`src/rtl/mips_multicycle_control.sv`:
```
// Multi-cycle control FSM for the mini-MIPS core: sequences fetch, decode,
// execute, memory and write-back and owns the unified memory handshake.
module mips_multicycle_control #(
  parameter logic [5:0] HALT_OP = 6'h3F
) (
  input  logic       clk,
  input  logic       rst,
  input  logic       run,
  input  logic [5:0] opcode,
  input  logic [5:0] funct,
  input  logic [1:0] instr_type,
  input  logic       branch_taken,
  input  logic       mem_ready,
  output logic       mem_req,
  output logic       mem_we,
  output logic       ir_write,
  output logic       pc_write,
  output logic [1:0] pc_src,
  output logic       alu_src_imm,
  output logic       reg_write,
  output logic [1:0] reg_dst,
  output logic [1:0] wb_sel,
  output logic       illegal,
  output logic       halted,
  output logic [2:0] state
);

  localparam logic [2:0] S_IDLE   = 3'd0;
  localparam logic [2:0] S_FETCH  = 3'd1;
  localparam logic [2:0] S_DECODE = 3'd2;
  localparam logic [2:0] S_EXEC   = 3'd3;
  localparam logic [2:0] S_MEM    = 3'd4;
  localparam logic [2:0] S_WB     = 3'd5;
  localparam logic [2:0] S_HALT   = 3'd6;

  localparam logic [2:0] C_R   = 3'd0;
  localparam logic [2:0] C_JR  = 3'd1;
  localparam logic [2:0] C_IMM = 3'd2;
  localparam logic [2:0] C_LW  = 3'd3;
  localparam logic [2:0] C_SW  = 3'd4;
  localparam logic [2:0] C_BR  = 3'd5;
  localparam logic [2:0] C_J   = 3'd6;
  localparam logic [2:0] C_JAL = 3'd7;

  logic [2:0] state_q, state_d;
  logic [2:0] cls_q, cls_d;

  // The instruction class is fully determined by opcode/funct; the decoder's
  // type field is accepted for interface compatibility but not needed here.
  logic unused_type;
  assign unused_type = ^instr_type;

  function automatic logic op_legal(input logic [5:0] op);
    case (op)
      6'h00, 6'h02, 6'h03, 6'h04, 6'h05, 6'h08, 6'h09, 6'h0A,
      6'h0C, 6'h0D, 6'h0E, 6'h0F, 6'h12, 6'h13, 6'h14, 6'h15,
      6'h16, 6'h17, 6'h23, 6'h2B: op_legal = 1'b1;
      default:                    op_legal = 1'b0;
    endcase
  endfunction

  function automatic logic [2:0] op_class(input logic [5:0] op, input logic [5:0] fn);
    case (op)
      6'h00:        op_class = (fn == 6'h08) ? C_JR : C_R;
      6'h02:        op_class = C_J;
      6'h03:        op_class = C_JAL;
      6'h04, 6'h05: op_class = C_BR;
      6'h23:        op_class = C_LW;
      6'h2B:        op_class = C_SW;
      default:      op_class = C_IMM;
    endcase
  endfunction

  always_comb begin
    state_d     = state_q;
    cls_d       = cls_q;
    mem_req     = 1'b0;
    mem_we      = 1'b0;
    ir_write    = 1'b0;
    pc_write    = 1'b0;
    pc_src      = 2'd0;
    alu_src_imm = 1'b0;
    reg_write   = 1'b0;
    reg_dst     = 2'd0;
    wb_sel      = 2'd0;
    illegal     = 1'b0;
    halted      = 1'b0;
    case (state_q)
      S_IDLE: if (run) state_d = S_FETCH;
      S_FETCH: begin
        mem_req = 1'b1;
        if (mem_ready) begin
          ir_write = 1'b1;
          pc_write = 1'b1;
          state_d  = S_DECODE;
        end
      end
      S_DECODE: begin
        cls_d = op_class(opcode, funct);
        if (opcode == HALT_OP) begin
          state_d = S_HALT;
        end else if (!op_legal(opcode)) begin
          illegal = 1'b1;
          state_d = S_FETCH;
        end else begin
          state_d = S_EXEC;
        end
      end
      S_EXEC: begin
        case (cls_q)
          C_R:   state_d = S_WB;
          C_IMM: begin alu_src_imm = 1'b1; state_d = S_WB;  end
          C_LW,
          C_SW:  begin alu_src_imm = 1'b1; state_d = S_MEM; end
          C_JR:  begin pc_write = 1'b1; pc_src = 2'd3; state_d = S_FETCH; end
          C_BR:  begin pc_write = branch_taken; pc_src = 2'd1; state_d = S_FETCH; end
          C_J:   begin pc_write = 1'b1; pc_src = 2'd2; state_d = S_FETCH; end
          default: begin
            pc_write  = 1'b1;
            pc_src    = 2'd2;
            reg_write = 1'b1;
            reg_dst   = 2'd2;
            wb_sel    = 2'd2;
            state_d   = S_FETCH;
          end
        endcase
      end
      S_MEM: begin
        mem_req = 1'b1;
        mem_we  = (cls_q == C_SW);
        if (mem_ready) state_d = (cls_q == C_SW) ? S_FETCH : S_WB;
      end
      S_WB: begin
        reg_write = 1'b1;
        reg_dst   = (cls_q == C_R) ? 2'd1 : 2'd0;
        wb_sel    = (cls_q == C_LW) ? 2'd1 : 2'd0;
        state_d   = S_FETCH;
      end
      S_HALT: halted = 1'b1;
      default: state_d = S_IDLE;
    endcase
  end

  assign state = state_q;

  always_ff @(posedge clk) begin
    if (rst) begin
      state_q <= S_IDLE;
      cls_q   <= C_R;
    end else begin
      state_q <= state_d;
      cls_q   <= cls_d;
    end
  end

endmodule

```
`config.mk`:
```
export PLATFORM = sky130hd
export DESIGN_NAME = mips_multicycle_control
export DESIGN_NICKNAME = d
export VERILOG_FILES = /design/src/rtl/mips_multicycle_control.sv
export SDC_FILE = /design/constraint.sdc
export NUM_CORES = 1
export LEC_CHECK = 0
export CAP_MARGIN = 20
export CORE_UTILIZATION = 39
export DETAILED_ROUTE_END_ITERATION = 10
export PLACE_DENSITY = 0.77
export SLEW_MARGIN = 10
export SYNTH_ARGS = -nofsm -noshare
export SYNTH_HDL_FRONTEND = slang
export SYNTH_SLANG_ARGS = --single-unit
```
`constraint.sdc`:
```
create_clock -name clk -period 1.63 [get_ports clk]
set_input_delay 0.326 -clock clk [delete_from_list [all_inputs] [get_ports clk]]
set_output_delay 0.326 -clock clk [all_outputs]
set_load 0.03 [all_outputs]
```
==> run_results.csv, run 1 <==
group,metric,value,unit
critical_path,rrSetupSlack,-0.06,ns
grt,overflow,0,
yosys,synth_nets,120,
cells_and_area,drive_gt1_share,58.49,%
pwr,power_frac_clock,23.7,%
timing,fmax,570.8,MHz
yosys,syn_inst,101,
critical_path,crit_arrival,1.43,ns
critical_path,end_kind,"output pin",
critical_path,r2r_end,"cls_q[0]",
floorplanning,core-area,1727,sq um
grt,gr-usage-met1,34.31,%
floorplanning,rows,15,
timing,rsz0062_at_grt,"true",
routing,wl,3151,microns
grt,grt_pass1_vias,999,
critical_path,critPathLaunchType,"primary input",
clock_network,htreeDepth,1,
yosys,synth_area_leaders,"dfxtp_1 (17%), a21oi_1 (4.9%), nor3_1 (4.9%)",
timing,fin_crit,1.752,ns
timing,fin_crit_sh,107.5,%
cells_and_area,layout_common_cells,"buf_4 (38), buf_6 (11), clkdlybuf4s50_1 (10), o21ai_0 (6)",
grt,grtUsageMet2,53.33,%
yosys,ys_ff_latch,6,
grt,antenna_found_initial,0,
timing,slew_violations,0,
timing,setup_violations,8,
grt,grt.met3_usage,7.200,%
yosys,avgSynthCellArea,7.136,sq um
cells_and_area,mostFrequentLayoutCell,"buf_4",
yosys,ys_seq_area_share,16.67,%
clock_network,clk_latency,0.25,ns
routing,firstDrtPassIters,4,
timing,finalHoldViolCount,0,
critical_path,r2r_cells,5,
critical_path,rr_startpoint,"state[1]",
pwr,vdd_drop_max,0.0003283,V
yosys,synth_top_area_cell,"dfxtp_1",
run,max_cap_violations,0,
clock_network,clockRootBuffer,"clkbuf_4",
clock_network,hold_buffers,0,
cells_and_area,diodes,0,
routing,wl_per_cell,17.13,microns
pwr,cellPowerDensity,397.1,nW/um^2
cells_and_area,fin_cells,184,
grt,grt_busiest_layer,"met2",
critical_path,cp-startpoint,"opcode[2]",
routing,vias_per_cell,5.886,
clock_network,clk_pin_slew_worst_paths,0.04,ns
grt,grt_pass1_wl,4333,microns
timing,setup_ws,-0.1218,ns
routing,antenna_left,0,
pwr,p_leak,0.0006570,uW
grt,grt_max_degree,9,
yosys,yosysWarnings,0,
floorplanning,die_x,44.99,microns
pwr,p_sw,216.6,uW
timing,worst_pin_slew,0.4155,ns
routing,drt_iter0_markers,33,
pwr,swShare,36.06,%
status,violations,"setup timing",
floorplanning,start_util,41.74,%
yosys,synth_cell_type_count,42,
cells_and_area,area_growth,109.9,%
floorplanning,ios,36,
floorplanning,dieArea,2024,sq um
hold_path,min_path_cells,4,
clock_network,cts_tree,"done",
timing,final.setup_skew,0.007449,ns
hold_path,min_path_type,"in -> reg",
clock_network,clock-sinks,6,
placement,dp_hpwl,1828,microns
critical_path,path_max_fanout,5,
hold_path,whs_endpoint,"cls_q[1]",
critical_path,cp.required,1.30,ns
routing,vias,1083,
status,status,"complete, but fails checks",
placement,routabilityCongestion,0.8832,
yosys,synth_area,720.7,sq um
critical_path,worstSetupPathType,"in -> out",
timing,max-slew-margin-rel,72.05,%
yosys,synth_top_area_share,16.67,%
pwr,p_int,384.1,uW
routing,drc,0,
hold_path,holdCritStartpoint,"opcode[4]",
placement,dp_cells,170,
pwr,combPwrFrac,49.6,%
placement,port_buffers,33,
pwr,seqPwrFrac,26.7,%
placement,pre_cts_ws,-0.5320,ns
clock_network,cts.path.max_buffers,2,
cells_and_area,final_nets,180,
floorplanning,dieHeight,44.99,microns
clock_network,cts_inserted_buffers,3,
grt,track_usage,29.51,%
-- kinds of logic after synthesis --
family,after synthesis,share of synthesized area [%]
flops,6,16.67
compound gates,30,28.99
simple gates,48,41.32
xor+xnor,1,1.215
buf+inv,16,11.81
-- routing by layer --
layer | up-vias | share of wire [%]
met4 | 0 | 2.5
li1 | 496 | -
met5 | - | 0
met1 | 515 | 38
met3 | 12 | 6.5
met2 | 60 | 53
-- state kept, by name, summed over array words and instances (netlist names) --
signal  count
state       3
cls_q       3
-- worst max-delay path by stage --
stage | end | slack (ns) | depth (start not counted)
final | illegal | -0.12 | 5
after global routing | illegal | -0.14 | 5
after CTS | illegal | -0.10 | 3
after detailed placement | illegal | -0.53 | 5
after global placement | illegal | -0.49 | 5
after floorplan | illegal | -0.14 | 4
-- cell type report --
| type | instances | area [sq um] |
|---|---|---|
| flip-flops and latches | 6 | 136.4 |
| clock buffers | 3 | 22.52 |
| multi-input cells | 79 | 738.2 |
| inverters | 6 | 22.52 |
| fillers | 93 | 214.0 |
| well taps | 25 | 31.28 |
| repair buffers | 65 | 561.8 |
-- synth_stat cells (all sizes together) --
master	number
buf	8
a22oi	1
nand3	2
a311oi	1
o31ai	2
or3b	2
a32o	1
clkbuf	2
a2111oi	1
a211oi	1
or3	1
nor4b	1
and4bb	1
o221ai	1
nand3b	2
nand2b	5
nand2	5
nand4	1
nor3	8
nor2b	4
xnor2	1
a221oi	1
nor2	8
o32ai	2
a22o	1
o21ai	7
nand4bb	1
dfxtp	6
nor3b	3
o22ai	2
a221o	1
a32oi	1
inv	6
a21oi	7
or2	1
nor4	3
-- worst max-delay path, stage by stage --
cell and delay, ns:
buf_6 0.11, nor2b_4 0.12, a221o_1 0.41, a221oi_4 0.31
buf_6 0.16
-- power groups by stage --
stage	logic, uW	clock network [uW]	registers, uW
floorplan	122	0	171
global placement	235	0	167
detailed placement	242	0	167
CTS	262	144	160
global route	313	150	161
finish	298	142	161
-- repair_timing --
action,in CTS,in global routing
pin swaps,4,4
endpoints found under the setup margin,16,15
resized for setup,46,20
setup buffers,8,3
-- through the flow --
step | util (%) | hold WS (ns) | cell area, sq um | TNS [ns] | total power, uW
after floorplan | - | 0.3877 | 829.5 | -0.1860 | 292.4
after global placement | 72.17 | 0.5827 | 1246 | -1.269 | 402.0
after detailed placement | 72.17 | 0.5997 | 1246 | -1.438 | 408.7
after CTS | 81.45 | 0.4757 | 1406 | -0.2417 | 566.6
after global routing | 87.61 | 0.5601 | 1513 | -0.8166 | 624.1
final | 87.61 | 0.5345 | 1513 | -0.4731 | 600.7
Note: power is estimated with default switching activity, not from simulation.
==> run 2, diff against run 1 <==
- CORE_UTILIZATION: 39 -> 41
- CTS_BUF_LIST: default -> sky130_fd_sc_hd__clkbuf_4 sky130_fd_sc_hd__clkbuf_8
- CTS_CLUSTER_SIZE: default -> 10
- PLACE_DENSITY: 0.77 -> 0.81
- SETUP_SLACK_MARGIN: default -> 0.05
==> run 2 against run 1 <==
The flow now stops in global routing (5_1_grt). Synthesized cell count stayed put. Area after synthesis stayed put.
==> run_results.csv, run 2 <==
group,metric,value,unit
floorplanning,die_x,43.93,microns
yosys,synthFlopType,"dfxtp_1",
yosys,async_flop_share,0,%
yosys,synth_area,720.7,sq um
yosys,netlist_top_cells_count,"nor2_1 (8), a21oi_1 (7), nor3_1 (7), o21ai_0 (7), dfxtp_1 (6)",
yosys,ys_seq_area_share,16.67,%
yosys,synth_top_area_cell,"dfxtp_1",
floorplanning,rows,14,
yosys,synth_nets,120,
clock_network,hold_buffers,0,
yosys,synth_area_leaders,"dfxtp_1 (17%), a21oi_1 (4.9%), nor3_1 (4.9%)",
timing,worst_endpoint_kind,"output port",
clock_network,clockRootBuffer,"clkbuf_4",
yosys,synth_top_area_share,16.67,%
floorplanning,start_util,45.71,%
yosys,avgSynthCellArea,7.136,sq um
yosys,synth-edff-count,0,
status,haltStage,"global routing (5_1_grt)",
yosys,yosysWarnings,0,
clock_network,cts.path.max_buffers,2,
grt,grt_max_degree,12,
clock_network,cts_inserted_buffers,3,
clock_network,clock-sinks,6,
timing,crit_endpoint,"illegal",
status,error_line,"[ERROR DPL-0038] Utilization greater than 100%, impossible to legalize",
placement,routabilityCongestion,0.8990,
status,status,"stopped before the end",
yosys,synth_cell_type_count,42,
placement,port_buffers,33,
floorplanning,ios,36,
yosys,ys_ff_latch,6,
clock_network,htreeDepth,1,
yosys,yosysMostFrequentCell,"nor2_1",
floorplanning,dieHeight,43.93,microns
placement,pre_cts_ws,-0.5501,ns
yosys,syn_inst,101,
placement,dp_hpwl,1876,microns
==> run 2: cell families after synthesis <==
kind of cell | share of synthesized area [%]
compound gates | 28.99
xor+xnor | 1.215
buf+inv | 11.81
flops | 16.67
simple gates | 41.32
==> run 2: what timing repair did <==
action / CTS
endpoints found under the setup margin: 18
pin swaps: 15
resized for setup: 63
buffers inserted: 14
==> run 2: stage by stage <==
| stage | cell area (sq um) | hold WS (ns) | cells | utilization (%) |
|---|---|---|---|---|
| floorplan | 832.0 | 0.3877 | 101 | - |
| global placement | 1280 | 0.5273 | 162 | 81.19 |
| detailed placement | 1280 | 0.5670 | 162 | 81.19 |
| CTS | 1525 | 0.4920 | 179 | 96.75 |
==> run 3, diff against run 2 <==
- CORE_AREA: default -> 2 2 63 65
- CORE_UTILIZATION: 41 -> default
- CTS_BUF_LIST: sky130_fd_sc_hd__clkbuf_4 sky130_fd_sc_hd__clkbuf_8 -> default
- CTS_CLUSTER_SIZE: 10 -> default
- DIE_AREA: default -> 0 0 65 67
- PLACE_DENSITY: 0.81 -> default
- PLACE_DENSITY_LB_ADDON: default -> 0.15
- SETUP_SLACK_MARGIN: 0.05 -> default
==> run 3 against run 2 <==
The flow now finishes, with violations (setup timing).
==> run_results.csv, run 3 (synthesis gave the netlist of run 1 again) <==
group,metric,value,unit
status,status,"complete, but fails checks",
status,violations,"setup timing",
routing,top_layer,"met4",
critical_path,r2r_cells,5,
routing,wl_met2,1580,microns
pwr,combPwrFrac,44.7,%
cells_and_area,stdcell_area,1647,sq um
grt,grt_pass1_wl,4692,microns
routing,antenna_left,0,
timing,fmax,584.3,MHz
grt,grt_pass1_vias,1033,
routing,m1WireLength,1115,microns
clock_network,clock-sinks,6,
timing,fin_crit,1.711,ns
timing,fin_tns_setup,-0.08346,ns
cells_and_area,fin_cells,215,
routing,drc,0,
cells_and_area,mostFrequentLayoutCell,"buf_4",
routing,firstDrtPassIters,4,
routing,wl_per_cell,13.11,microns
pwr,cellPowerDensity,426.3,nW/um^2
hold_path,min_path_cells,5,
cells_and_area,diodes,0,
critical_path,rrSetupSlack,0.07,ns
grt,grt_max_degree,10,
timing,setup_ws,-0.08149,ns
timing,slew_violations,0,
cells_and_area,nFillCells,377,
pwr,seqPwrFrac,22.5,%
placement,dp_cells,194,
floorplanning,dieArea,4355,sq um
timing,final.setup_skew,0.003139,ns
hold_path,holdCritStartpoint,"opcode[4]",
timing,setup_violations,3,
placement,pre_cts_ws,-0.5484,ns
timing,worst_pin_slew,0.3673,ns
floorplanning,core-area,3606,sq um
timing,max-slew-margin-rel,75.44,%
timing,rsz0062_at_grt,"true",
critical_path,end_kind,"output pin",
routing,wl,2818,microns
run,max_cap_violations,0,
routing,vias_per_cell,4.758,
routing,dr_wl_met3,92,microns
grt,antenna_found_initial,0,
routing,drt_iter0_markers,25,
clock_network,hold_buffers,0,
pwr,vdd_drop_max,0.0002195,V
pwr,p_int,478.6,uW
critical_path,critPathLaunchType,"primary input",
clock_network,cts_tree,"done",
timing,fin_crit_sh,105.0,%
pwr,p_sw,223.3,uW
floorplanning,ios,36,
clock_network,cts.path.max_buffers,2,
critical_path,r2r_end,"cls_q[0]",
floorplanning,rows,22,
placement,port_buffers,33,
pwr,power_frac_clock,32.8,%
placement,placed_cell_area,1295,sq um
critical_path,cp.required,1.30,ns
placement,routabilityCongestion,0.7909,
clock_network,clk_latency,0.23,ns
pwr,p_leak,0.0007031,uW
placement,dp_hpwl,2005,microns
timing,finalHoldViolCount,0,
critical_path,crit_arrival,1.39,ns
floorplanning,dieHeight,67,microns
critical_path,rr_startpoint,"state[2]",
clock_network,clockRootBuffer,"clkbuf_8",
hold_path,min_path_type,"in -> reg",
hold_path,whs_endpoint,"cls_q[1]",
pwr,swShare,31.82,%
grt,track_usage,14.13,%
critical_path,path_max_fanout,3,
clock_network,htreeDepth,1,
routing,vias,1023,
cells_and_area,finalCoreUtilization,45.66,%
cells_and_area,final_nets,188,
floorplanning,start_util,19.99,%
cells_and_area,area_growth,128.5,%
critical_path,worstSetupPathType,"in -> out",
cells_and_area,layout_common_cells,"buf_4 (38), buf_6 (15), clkdlybuf4s50_1 (10), o21ai_0 (6)",
floorplanning,die_x,65,microns
clock_network,cts_inserted_buffers,3,
grt,overflow,0,
cells_and_area,drive_gt1_share,59.88,%
clock_network,clk_pin_slew_worst_paths,0.04,ns
## run 3: power groups by stage
stage,clock (uW),combinational [uW],sequential [uW]
final,231,314,158
after global routing,241,337,160
after CTS,236,283,159
after detailed placement,0,256,163
after global placement,0,253,163
after floorplan,0,122,171
## run 3: how the worst max path moves through the flow
stage	from	endpoint	slack, ns
after CTS	opcode[4]	illegal	-0.09
final	opcode[4]	illegal	-0.08
after global placement	opcode[2]	illegal	-0.51
after global routing	opcode[5]	illegal	-0.12
after floorplan	opcode[2]	illegal	-0.14
after detailed placement	opcode[2]	illegal	-0.55
## run 3: stage by stage
stage	total power, uW	hold slack (ns)
2_1_floorplan	292.4	0.3877
3_3_place_gp	416.5	0.6132
3_5_place_dp	419.4	0.5985
4_1_cts	678.4	0.5627
5_1_grt	737.5	0.6119
6_report	701.9	0.5719
## run 3: layout make-up
type | count | area (sq um) | share of cell area, %
repair buffers | 73 | 669.4 | 40.65
flip-flops and latches | 6 | 137.6 | 8.359
multi-input cells | 79 | 715.7 | 43.47
well taps | 48 | 60.06 | 3.647
clock buffers | 3 | 41.29 | 2.508
inverters | 6 | 22.52 | 1.368
## run 3: timing repair
item,CTS,global route
endpoints found under the setup margin,14,13
buffers inserted,13,5
gates resized for setup,43,29
pin swaps,8,8
## run 3: worst max-delay path, stage by stage
cell      delay, ns
buf_8          0.10
nand2b_4       0.12
a221o_1        0.39
a221oi_4       0.29
buf_6          0.17
## run 3: routing by layer
metal	global-route usage [%]	up-vias
met5	0	-
met4	4.787	0
met3	3.716	4
met2	26.29	16
met1	15.39	491
li1	-	512
==> run 4, diff against run 3 <==
- TNS_END_PERCENT: default -> 5
==> run 4 against run 3 <==
The run still ends with setup timing left. Final area is 11% lower. Sequential power is 4% higher. Non-clock buffer count down 8. Sequential share of layout area grew 0.76 points.
==> run_results.csv, run 4 (synthesis gave the netlist of run 1 again) <==
group,metric,value,unit
critical_path,crit_arrival,1.37,ns
clock_network,clk_pin_slew_worst_paths,0.04,ns
routing,firstDrtPassIters,4,
grt,track_usage,12.49,%
grt,grt_pass1_vias,951,
critical_path,critPathLaunchType,"primary input",
cells_and_area,final_nets,180,
clock_network,cts_inserted_buffers,3,
timing,rsz0062_at_grt,"true",
clock_network,htreeDepth,1,
cells_and_area,regArea,133.9,sq um
timing,slew_violations,0,
pwr,cellPowerDensity,459.4,nW/um^2
critical_path,rr_startpoint,"state[0]",
grt,overflow,0,
placement,pre_cts_ws,-0.5660,ns
placement,dp_hpwl,2002,microns
clock_network,cts.path.max_buffers,2,
cells_and_area,area_growth,103.8,%
floorplanning,start_util,19.99,%
placement,port_buffers,33,
timing,fin_crit_sh,104.1,%
status,status,"complete, but fails checks",
grt,grt_pass1_wl,4160,microns
timing,final.setup_skew,0.001632,ns
grt,grt_max_degree,11,
routing,wl,2542,microns
cells_and_area,drive_gt1_share,54.72,%
routing,vias,986,
clock_network,clockRootBuffer,"clkbuf_8",
cells_and_area,multi_input_area,664.4,sq um
cells_and_area,mostFrequentLayoutCell,"buf_4",
routing,drc,0,
critical_path,cp.required,1.30,ns
critical_path,end_kind,"output pin",
timing,fin_crit,1.696,ns
timing,max-slew-margin-rel,79.07,%
critical_path,path_max_fanout,5,
hold_path,holdCritStartpoint,"opcode[4]",
critical_path,cp-startpoint,"opcode[2]",
timing,finalHoldViolCount,0,
cells_and_area,nFillCells,366,
cells_and_area,diodes,0,
critical_path,worstSetupPathType,"in -> out",
hold_path,min_path_type,"in -> reg",
routing,drt_iter0_markers,34,
routing,wl_per_cell,12.28,microns
floorplanning,dieHeight,67,microns
floorplanning,dieArea,4355,sq um
floorplanning,ios,36,
routing,vias_per_cell,4.763,
routing,antenna_left,0,
pwr,p_total,674.8,uW
timing,setup_ws,-0.06642,ns
cells_and_area,layout_common_cells,"buf_4 (42), clkdlybuf4s50_1 (12), buf_6 (7)",
critical_path,rrSetupSlack,0.09,ns
floorplanning,rows,22,
timing,worst_pin_slew,0.3116,ns
floorplanning,core-area,3606,sq um
clock_network,clk_latency,0.22,ns
grt,antenna_found_initial,0,
run,max_cap_violations,0,
timing,fmax,589.5,MHz
pwr,p_leak,0.0006141,uW
status,violations,"setup timing",
clock_network,clock-sinks,6,
floorplanning,die_x,65,microns
clock_network,cts_tree,"done",
timing,setup_violations,4,
pwr,vdd_drop_max,0.0001665,V
placement,routabilityCongestion,0.7996,
[run 4: cell types whose count changed in the layout (fill, tap and decap cells not counted), moves of 2 or more]
cell	change
dlygate4sd2_1	-2
nor3_4	-2
inv_2	-2
nor3_2	+2
buf_6	-8
buf_4	+4
clkdlybuf4s50_1	+2
dlymetal6s2s_1	-2
buf_2	+2
[run 4: worst paths after layout]
check             cells after the start        to
setup / recovery                      5   illegal
hold / removal                        4  cls_q[1]
setup reg to reg                      4  state[2]
hold reg to reg                       2  cls_q[1]
[run 4: layout make-up]
cell class | instances | area share, %
multi-input combinational | 79 | 45.23
clock buffer | 3 | 2.811
timing repair buffer | 65 | 37.05
inverter | 6 | 1.704
sequential | 6 | 9.114
tap | 48 | 4.089
[run 4: what timing repair did]
| action | CTS | global route |
|---|---|---|
| endpoints found under the setup margin | 16 | 10 |
| hold buffers | 0 | 0 |
| pin swaps | 6 | 4 |
| hold endpoints to repair | 0 | 0 |
| buffers inserted | 5 | 1 |
| gates resized for setup | 50 | 8 |
[run 4: critical path: stages]
cell and delay [ns]:
buf_8 0.10, nor2b_4 0.11, a221o_1 0.39, a221oi_4 0.28, buf_6 0.16
[run 4: through the flow]
stage | instances | util (%) | area (sq um) | TNS (ns) | hold slack, ns
2_1_floorplan | 101 | - | 798.3 | -1.378 | 0.3951
3_3_place_gp | 198 | 35.57 | 1282 | -1.434 | 0.6253
3_5_place_dp | 198 | 35.57 | 1282 | -1.542 | 0.6286
4_1_cts | 206 | 40.11 | 1446 | -0.1441 | 0.4910
5_1_grt | 207 | 40.74 | 1469 | -0.3384 | 0.5145
6_report | 207 | 40.74 | 1469 | -0.09115 | 0.4911
[run 4: metal layers]
layer	vias up	wire length (microns)	share of wire, %	track usage [%]
li1	494	-	-	-
met3	4	85	3.3	3.716
met5	-	0	0	0
met2	12	1366	54	22.94
met1	476	1069	42	13.67
met4	0	20	0.79	3.989
[run 4: report_power, final]
part | internal, uW | leakage [uW] | switching (uW)
clock network | 159 | 0.0000216 | 65.5
logic | 155 | 0.000541 | 132
registers | 153 | 0.0000519 | 11.4
total | 466 | 0.000614 | 209
